===== src/rtl/cond_exec_if.sv =====
// rtl/cond_exec_if.sv - decoder-side bus into the conditional-execution and flag unit
interface cond_exec_if #(
  parameter int CTX_W = 1
);
  logic             Valid;
  logic [CTX_W-1:0] Ctx;
  logic [3:0]       Cond;
  logic             PCS;
  logic             RegW;
  logic             MemW;
  logic             MULW;
  logic             FPUW;
  logic             NoWrite;
  logic [1:0]       FlagW;
  logic [3:0]       ALUFlags;
  logic             McStart;
  logic             McDone;
  logic [CTX_W-1:0] McCtx;
  logic [3:0]       McFlags;
  logic [1:0]       McFlagW;
  logic             Stall;
  logic             PCSrc;
  logic             RegWrite;
  logic             MemWrite;
  logic             MULWrite;
  logic             FPUWrite;
  logic             C;
  logic [3:0]       Flags;
  logic             McErr;

  modport master (
    output Valid, Ctx, Cond, PCS, RegW, MemW, MULW, FPUW, NoWrite, FlagW, ALUFlags,
           McStart, McDone, McCtx, McFlags, McFlagW,
    input  Stall, PCSrc, RegWrite, MemWrite, MULWrite, FPUWrite, C, Flags, McErr
  );

  modport slave (
    input  Valid, Ctx, Cond, PCS, RegW, MemW, MULW, FPUW, NoWrite, FlagW, ALUFlags,
           McStart, McDone, McCtx, McFlags, McFlagW,
    output Stall, PCSrc, RegWrite, MemWrite, MULWrite, FPUWrite, C, Flags, McErr
  );
endinterface


===== src/rtl/cond_exec_unit.sv =====
// rtl/cond_exec_unit.sv - per-context NZCV banks, ARM condition gating and
// multi-cycle flag-producer tracking with stall, forwarding and timeout
module cond_exec_unit #(
  parameter int CTX_W      = 1,
  parameter int FWD_EN     = 1,
  parameter int MC_TIMEOUT = 16
) (
  input  logic         CLK,
  input  logic         Reset,
  cond_exec_if.slave   bus
);
  localparam int NUM_CTX = 2 ** CTX_W;
  localparam int CNT_W   = (MC_TIMEOUT > 2) ? $clog2(MC_TIMEOUT) : 1;

  typedef enum logic {IDLE, PEND} pend_state_t;

  logic [3:0]       bank_q [NUM_CTX];
  logic [3:0]       bank_d [NUM_CTX];
  pend_state_t      st_q   [NUM_CTX];
  pend_state_t      st_d   [NUM_CTX];
  logic [CNT_W-1:0] cnt_q  [NUM_CTX];
  logic [CNT_W-1:0] cnt_d  [NUM_CTX];
  logic             mc_err_q, mc_err_d;

  logic       mc_live, bypass, stall, cond_ok, exec;
  logic [3:0] eval_flags;

  function automatic logic [3:0] merge_flags(input logic [3:0] old_f, input logic [3:0] new_f,
                                             input logic [1:0] mask);
    return {mask[1] ? new_f[3:2] : old_f[3:2], mask[0] ? new_f[1:0] : old_f[1:0]};
  endfunction

  function automatic logic cond_pass(input logic [3:0] cond, input logic [3:0] f);
    logic n, z, c, v;
    {n, z, c, v} = f;
    case (cond)
      4'd0:    return z;
      4'd1:    return ~z;
      4'd2:    return c;
      4'd3:    return ~c;
      4'd4:    return n;
      4'd5:    return ~n;
      4'd6:    return v;
      4'd7:    return ~v;
      4'd8:    return c & ~z;
      4'd9:    return ~c | z;
      4'd10:   return n == v;
      4'd11:   return n != v;
      4'd12:   return ~z & (n == v);
      4'd13:   return z | (n != v);
      default: return 1'b1;
    endcase
  endfunction

  // A completion only counts while its context is actually waiting on it.
  always_comb begin
    mc_live    = bus.McDone && (st_q[bus.McCtx] == PEND);
    bypass     = (FWD_EN != 0) && mc_live && (bus.McCtx == bus.Ctx);
    eval_flags = bypass ? merge_flags(bank_q[bus.Ctx], bus.McFlags, bus.McFlagW)
                        : bank_q[bus.Ctx];
    stall      = bus.Valid && (st_q[bus.Ctx] == PEND) && !bypass;
    cond_ok    = cond_pass(bus.Cond, eval_flags);
    exec       = bus.Valid && !stall && cond_ok;
  end

  assign bus.Stall    = stall;
  assign bus.PCSrc    = bus.PCS  & exec;
  assign bus.RegWrite = bus.RegW & exec & ~bus.NoWrite;
  assign bus.MemWrite = bus.MemW & exec;
  assign bus.MULWrite = bus.MULW & exec;
  assign bus.FPUWrite = bus.FPUW & exec;
  assign bus.C        = eval_flags[1];
  assign bus.Flags    = bank_q[bus.Ctx];
  assign bus.McErr    = mc_err_q;

  // Completion/timeout is applied first so the issuing instruction's own update wins.
  always_comb begin
    mc_err_d = mc_err_q;
    for (int i = 0; i < NUM_CTX; i++) begin
      bank_d[i] = bank_q[i];
      st_d[i]   = st_q[i];
      cnt_d[i]  = cnt_q[i];
      if (st_q[i] == PEND) begin
        if (mc_live && (bus.McCtx == CTX_W'(i))) begin
          bank_d[i] = merge_flags(bank_q[i], bus.McFlags, bus.McFlagW);
          st_d[i]   = IDLE;
        end else if (cnt_q[i] == CNT_W'(MC_TIMEOUT - 1)) begin
          st_d[i]  = IDLE;
          mc_err_d = 1'b1;
        end else begin
          cnt_d[i] = cnt_q[i] + CNT_W'(1);
        end
      end
      if (exec && (bus.Ctx == CTX_W'(i))) begin
        if (!bus.McStart) begin
          bank_d[i] = merge_flags(bank_d[i], bus.ALUFlags, bus.FlagW);
        end else if (bus.FlagW != 2'b00) begin
          st_d[i]  = PEND;
          cnt_d[i] = '0;
        end
      end
    end
  end

  always_ff @(posedge CLK or posedge Reset) begin
    if (Reset) begin
      mc_err_q <= 1'b0;
      for (int i = 0; i < NUM_CTX; i++) begin
        bank_q[i] <= 4'b0000;
        st_q[i]   <= IDLE;
        cnt_q[i]  <= '0;
      end
    end else begin
      mc_err_q <= mc_err_d;
      for (int i = 0; i < NUM_CTX; i++) begin
        bank_q[i] <= bank_d[i];
        st_q[i]   <= st_d[i];
        cnt_q[i]  <= cnt_d[i];
      end
    end
  end
endmodule


===== src/flat_wrapper.sv =====
// flat-port wrapper written by rule: the top's interface ports become plain ports
module cond_exec_unit_flat 
#(
  parameter int CTX_W      = 1,
  parameter int FWD_EN     = 1,
  parameter int MC_TIMEOUT = 16
)
  (CLK, Reset, bus_Valid, bus_Ctx, bus_Cond, bus_PCS, bus_RegW, bus_MemW, bus_MULW, bus_FPUW, bus_NoWrite, bus_FlagW, bus_ALUFlags, bus_McStart, bus_McDone, bus_McCtx, bus_McFlags, bus_McFlagW, bus_Stall, bus_PCSrc, bus_RegWrite, bus_MemWrite, bus_MULWrite, bus_FPUWrite, bus_C, bus_Flags, bus_McErr);
  cond_exec_if #(.CTX_W(CTX_W)) bus_i ();
  input  logic CLK;
  input  logic Reset;
  input wire logic [$bits(bus_i.Valid)-1:0] bus_Valid;
  input wire logic [$bits(bus_i.Ctx)-1:0] bus_Ctx;
  input wire logic [$bits(bus_i.Cond)-1:0] bus_Cond;
  input wire logic [$bits(bus_i.PCS)-1:0] bus_PCS;
  input wire logic [$bits(bus_i.RegW)-1:0] bus_RegW;
  input wire logic [$bits(bus_i.MemW)-1:0] bus_MemW;
  input wire logic [$bits(bus_i.MULW)-1:0] bus_MULW;
  input wire logic [$bits(bus_i.FPUW)-1:0] bus_FPUW;
  input wire logic [$bits(bus_i.NoWrite)-1:0] bus_NoWrite;
  input wire logic [$bits(bus_i.FlagW)-1:0] bus_FlagW;
  input wire logic [$bits(bus_i.ALUFlags)-1:0] bus_ALUFlags;
  input wire logic [$bits(bus_i.McStart)-1:0] bus_McStart;
  input wire logic [$bits(bus_i.McDone)-1:0] bus_McDone;
  input wire logic [$bits(bus_i.McCtx)-1:0] bus_McCtx;
  input wire logic [$bits(bus_i.McFlags)-1:0] bus_McFlags;
  input wire logic [$bits(bus_i.McFlagW)-1:0] bus_McFlagW;
  output wire logic [$bits(bus_i.Stall)-1:0] bus_Stall;
  output wire logic [$bits(bus_i.PCSrc)-1:0] bus_PCSrc;
  output wire logic [$bits(bus_i.RegWrite)-1:0] bus_RegWrite;
  output wire logic [$bits(bus_i.MemWrite)-1:0] bus_MemWrite;
  output wire logic [$bits(bus_i.MULWrite)-1:0] bus_MULWrite;
  output wire logic [$bits(bus_i.FPUWrite)-1:0] bus_FPUWrite;
  output wire logic [$bits(bus_i.C)-1:0] bus_C;
  output wire logic [$bits(bus_i.Flags)-1:0] bus_Flags;
  output wire logic [$bits(bus_i.McErr)-1:0] bus_McErr;
  assign bus_i.Valid = bus_Valid;
  assign bus_i.Ctx = bus_Ctx;
  assign bus_i.Cond = bus_Cond;
  assign bus_i.PCS = bus_PCS;
  assign bus_i.RegW = bus_RegW;
  assign bus_i.MemW = bus_MemW;
  assign bus_i.MULW = bus_MULW;
  assign bus_i.FPUW = bus_FPUW;
  assign bus_i.NoWrite = bus_NoWrite;
  assign bus_i.FlagW = bus_FlagW;
  assign bus_i.ALUFlags = bus_ALUFlags;
  assign bus_i.McStart = bus_McStart;
  assign bus_i.McDone = bus_McDone;
  assign bus_i.McCtx = bus_McCtx;
  assign bus_i.McFlags = bus_McFlags;
  assign bus_i.McFlagW = bus_McFlagW;
  assign bus_Stall = bus_i.Stall;
  assign bus_PCSrc = bus_i.PCSrc;
  assign bus_RegWrite = bus_i.RegWrite;
  assign bus_MemWrite = bus_i.MemWrite;
  assign bus_MULWrite = bus_i.MULWrite;
  assign bus_FPUWrite = bus_i.FPUWrite;
  assign bus_C = bus_i.C;
  assign bus_Flags = bus_i.Flags;
  assign bus_McErr = bus_i.McErr;
  cond_exec_unit #(.CTX_W(CTX_W), .FWD_EN(FWD_EN), .MC_TIMEOUT(MC_TIMEOUT)) u_core (.CLK(CLK), .Reset(Reset), .bus(bus_i));
endmodule

===== config.mk =====
export PLATFORM = sky130hd
export DESIGN_NAME = cond_exec_unit_flat
export DESIGN_NICKNAME = d
export VERILOG_FILES = /design/src/rtl/cond_exec_if.sv /design/src/rtl/cond_exec_unit.sv /design/src/flat_wrapper.sv
export SDC_FILE = /design/constraint.sdc
export NUM_CORES = 1
export LEC_CHECK = 0
export CAP_MARGIN = 10
export CORE_MARGIN = 2
export CORE_UTILIZATION = 40
export CTS_BUF_LIST = sky130_fd_sc_hd__clkbuf_8
export CTS_CLUSTER_SIZE = 10
export DETAILED_ROUTE_END_ITERATION = 16
export DONT_BUFFER_PORTS = 1
export HOLD_SLACK_MARGIN = 0.12
export PLACE_DENSITY_LB_ADDON = 0.12
export SYNTH_ARGS = -nofsm -noshare
export SYNTH_HDL_FRONTEND = slang
export SYNTH_SLANG_ARGS = --single-unit

===== constraint.sdc =====
create_clock -name CLK -period 4.4 [get_ports CLK]
set_clock_uncertainty 0.05 [all_clocks]
set_input_delay 0.88 -clock CLK [delete_from_list [all_inputs] [get_ports CLK]]
set_output_delay 0.88 -clock CLK [all_outputs]
set_load 0.05 [all_outputs]

==> reports/results.ini <==
[status]
status = complete, no violations

[detailed_routing]
route.detailed.drc = 0
routed_wl_um = 3630
ant_nets = 0
viasPerCell = 5.67
drt-pass1-iter-count = 4
wl_per_cell_um = 16.1
first_iter_violations = 77
vias = 1276

[pwr]
peakVddDrop_mv = 0.265
p_leak_nw = 0.732
power_density_mw_per_mm2 = 548
finalPower_uw = 958

[grt]
grt_pass1_vias = 1282
grt_max_degree = 20
antenna_found_initial = 0
grt_pass1_wl_um = 5660
grt-ovfl-total = 0
track_usage_pct = 17.1

[timing]
setup_viol = 0
fin_crit_sh_pct = 94.4
finalCriticalPeriod_ns = 4.15
max_freq_ghz = 0.241
setup_tns_ns = 0
finalHoldViolations = 0
drv_slew = 0
rsz0062_at_grt = false
setup_ws_ns = 0.246
tightestPinTransition_ns = 0.970
slew_headroom_pct = 35.3
holdWs_ns = 0.539

[die]
die_height_um = 66.5
num_io_pins = 41
core_sq_mm = 0.00372
die_w_um = 66.5
num_rows = 22
die-area_sq_mm = 0.00442
start_util_pct = 42.1

[finish]
final_cells = 225
drive_above_1_share_pct = 26.6
fin_nets = 209
n_antenna_cell = 0
final_common_cell = mux2_2
post-route-cell-area_sq_mm = 0.00175
utilization_pct = 47.0
final_cell_mix = mux2_2 (24), dfrtp_1 (19), nand2_1 (14)
area_growth_pct = 11.8

[synth]
ys_seq_elements = 19
async_reset_ff_share_pct = 100
synth-main-ff-cell = dfrtp_1
syn_inst = 170
ys_seq_area_share_pct = 30.4
syn_area_sq_mm = 0.00156
synth_edf_count = 0
synth_cell_types = 38
yosys_warnings = 0
syn_nets = 201
avgSynthCellArea_sq_um = 9.19

[placed_design]
io_buffers = 0
place_ws_ns = 0.267
placedCellCount = 221
placed_cell_area_sq_mm = 0.00170
hpwl_um = 2990
gp_congestion = 0.819

[setup_path]
critPathRequiredTime_ns = 3.47
arrival_ns = 3.22
cp_max_fo = 10
worst-setup-path-type = in2out
critPathCaptureType = output pin
critPathLaunchType = input port
r2r_cells = 8

[worst_hold_path]
hold_path.class = reg2reg
min_path_cells = 2

[clock_network]
clock_sink_count = 19
postCtsSetupBuffers = 0
cts_tree = yes
cts_buffers = 3
clk_latency_ns = 0.25
cts_buffer_depth = 2
clk_pin_slew_ns = 0.07
clockRootBuffer = clkbuf_8
htree_levels = 1
ctsHoldBuffers = 0
post_cts_resized = 0

[run]
cap_violations = 0

-- cells by family (layout without fill, tap and decap cells) --
group / after synthesis / in the layout / share of synthesized area [%]
buffers and inverters: 11 / 18 / 3.20
AND/OR/NAND/NOR: 64 / 64 / 22.0
XOR/XNOR: 9 / 9 / 5.04
AO/OA/AOI/OAI: 30 / 30 / 13.4
adder cells (fa/ha/maj): 2 / 2 / 1.60
flip-flops: 19 / 19 / 30.4
multiplexers: 35 / 35 / 24.3
-- sequential cells by signal, indices dropped and copies added, names as in the netlist --
signal / count
u_core.bus.McErr: 1
u_core.cnt_q: 8
u_core.st_q: 2
u_core.bank_q: 8
-- routing by layer --
metal / global-route usage (%) / part of all wire, % / wire, um
met5: 0 / 0 / 0
met1: 21.4 / 45 / 1620
met2: 28.9 / 45 / 1640
met3: 3.21 / 8.8 / 319
met4: 6.63 / 1.2 / 44
-- area by class of cell --
cell class | count | area (sq um)
Clock buffer | 3 | 41.3
Clock inverter | 1 | 3.75
Fill cell | 368 | 1970
Inverter | 6 | 22.5
Multi-Input combinational cell | 140 | 1070
Sequential cell | 19 | 475
Tap cell | 48 | 60.1
Timing Repair Buffer | 8 | 72.6
-- report_power, final --
group / internal, mW / total, mW / switching, mW
clock: 0.0619 / 0.116 / 0.0537
combinational: 0.222 / 0.536 / 0.314
sequential: 0.246 / 0.306 / 0.0603
total: 0.530 / 0.958 / 0.428
-- critical path: stages --
cell and delay [ns]:
mux2_2 0.35, mux2i_1 0.27, mux2i_1 0.29, a221oi_1 0.14, or3_4 0.40, a21oi_4 0.22, nor2_1 0.06, buf_4 0.16
nor4_4 0.26, buf_12 0.18
-- worst paths after layout --
path | start | endpoint | slack [ns]
worst max-delay path | bus_Ctx | bus_RegWrite | 0.25
worst min-delay path | u_core.cnt_q[6] | u_core.bus.McErr | 0.54
worst max register to register | u_core.st_q[1] | u_core.bank_q[3] | 1.48
worst min register to register | u_core.cnt_q[6] | u_core.bus.McErr | 0.54
max in group asynchronous | Reset | u_core.st_q[1] | 3.28
min in group asynchronous | Reset | u_core.bank_q[7] | 0.58
-- cells in the mapped netlist (2+ instances only) --
master | number | share of area (%)
a21boi_0 | 2 | 0.96
a21oi_1 | 10 | 3.2
a221oi_1 | 2 | 1.1
and3_1 | 3 | 1.2
clkbuf_1 | 3 | 0.72
dfrtp_1 | 19 | 30
ha_1 | 2 | 1.6
inv_1 | 6 | 1.4
mux2_2 | 24 | 17
mux2i_1 | 11 | 7.0
nand2_1 | 14 | 3.4
nand2b_1 | 4 | 1.6
nand3_1 | 7 | 2.2
nand4_1 | 5 | 2.0
nor2_1 | 7 | 1.7
nor2b_1 | 2 | 0.80
nor3_1 | 14 | 4.5
o21ai_0 | 4 | 1.3
o21ai_1 | 5 | 1.6
xnor2_1 | 3 | 1.7
xor2_1 | 6 | 3.4
Note: power is estimated with default switching activity, not from simulation.
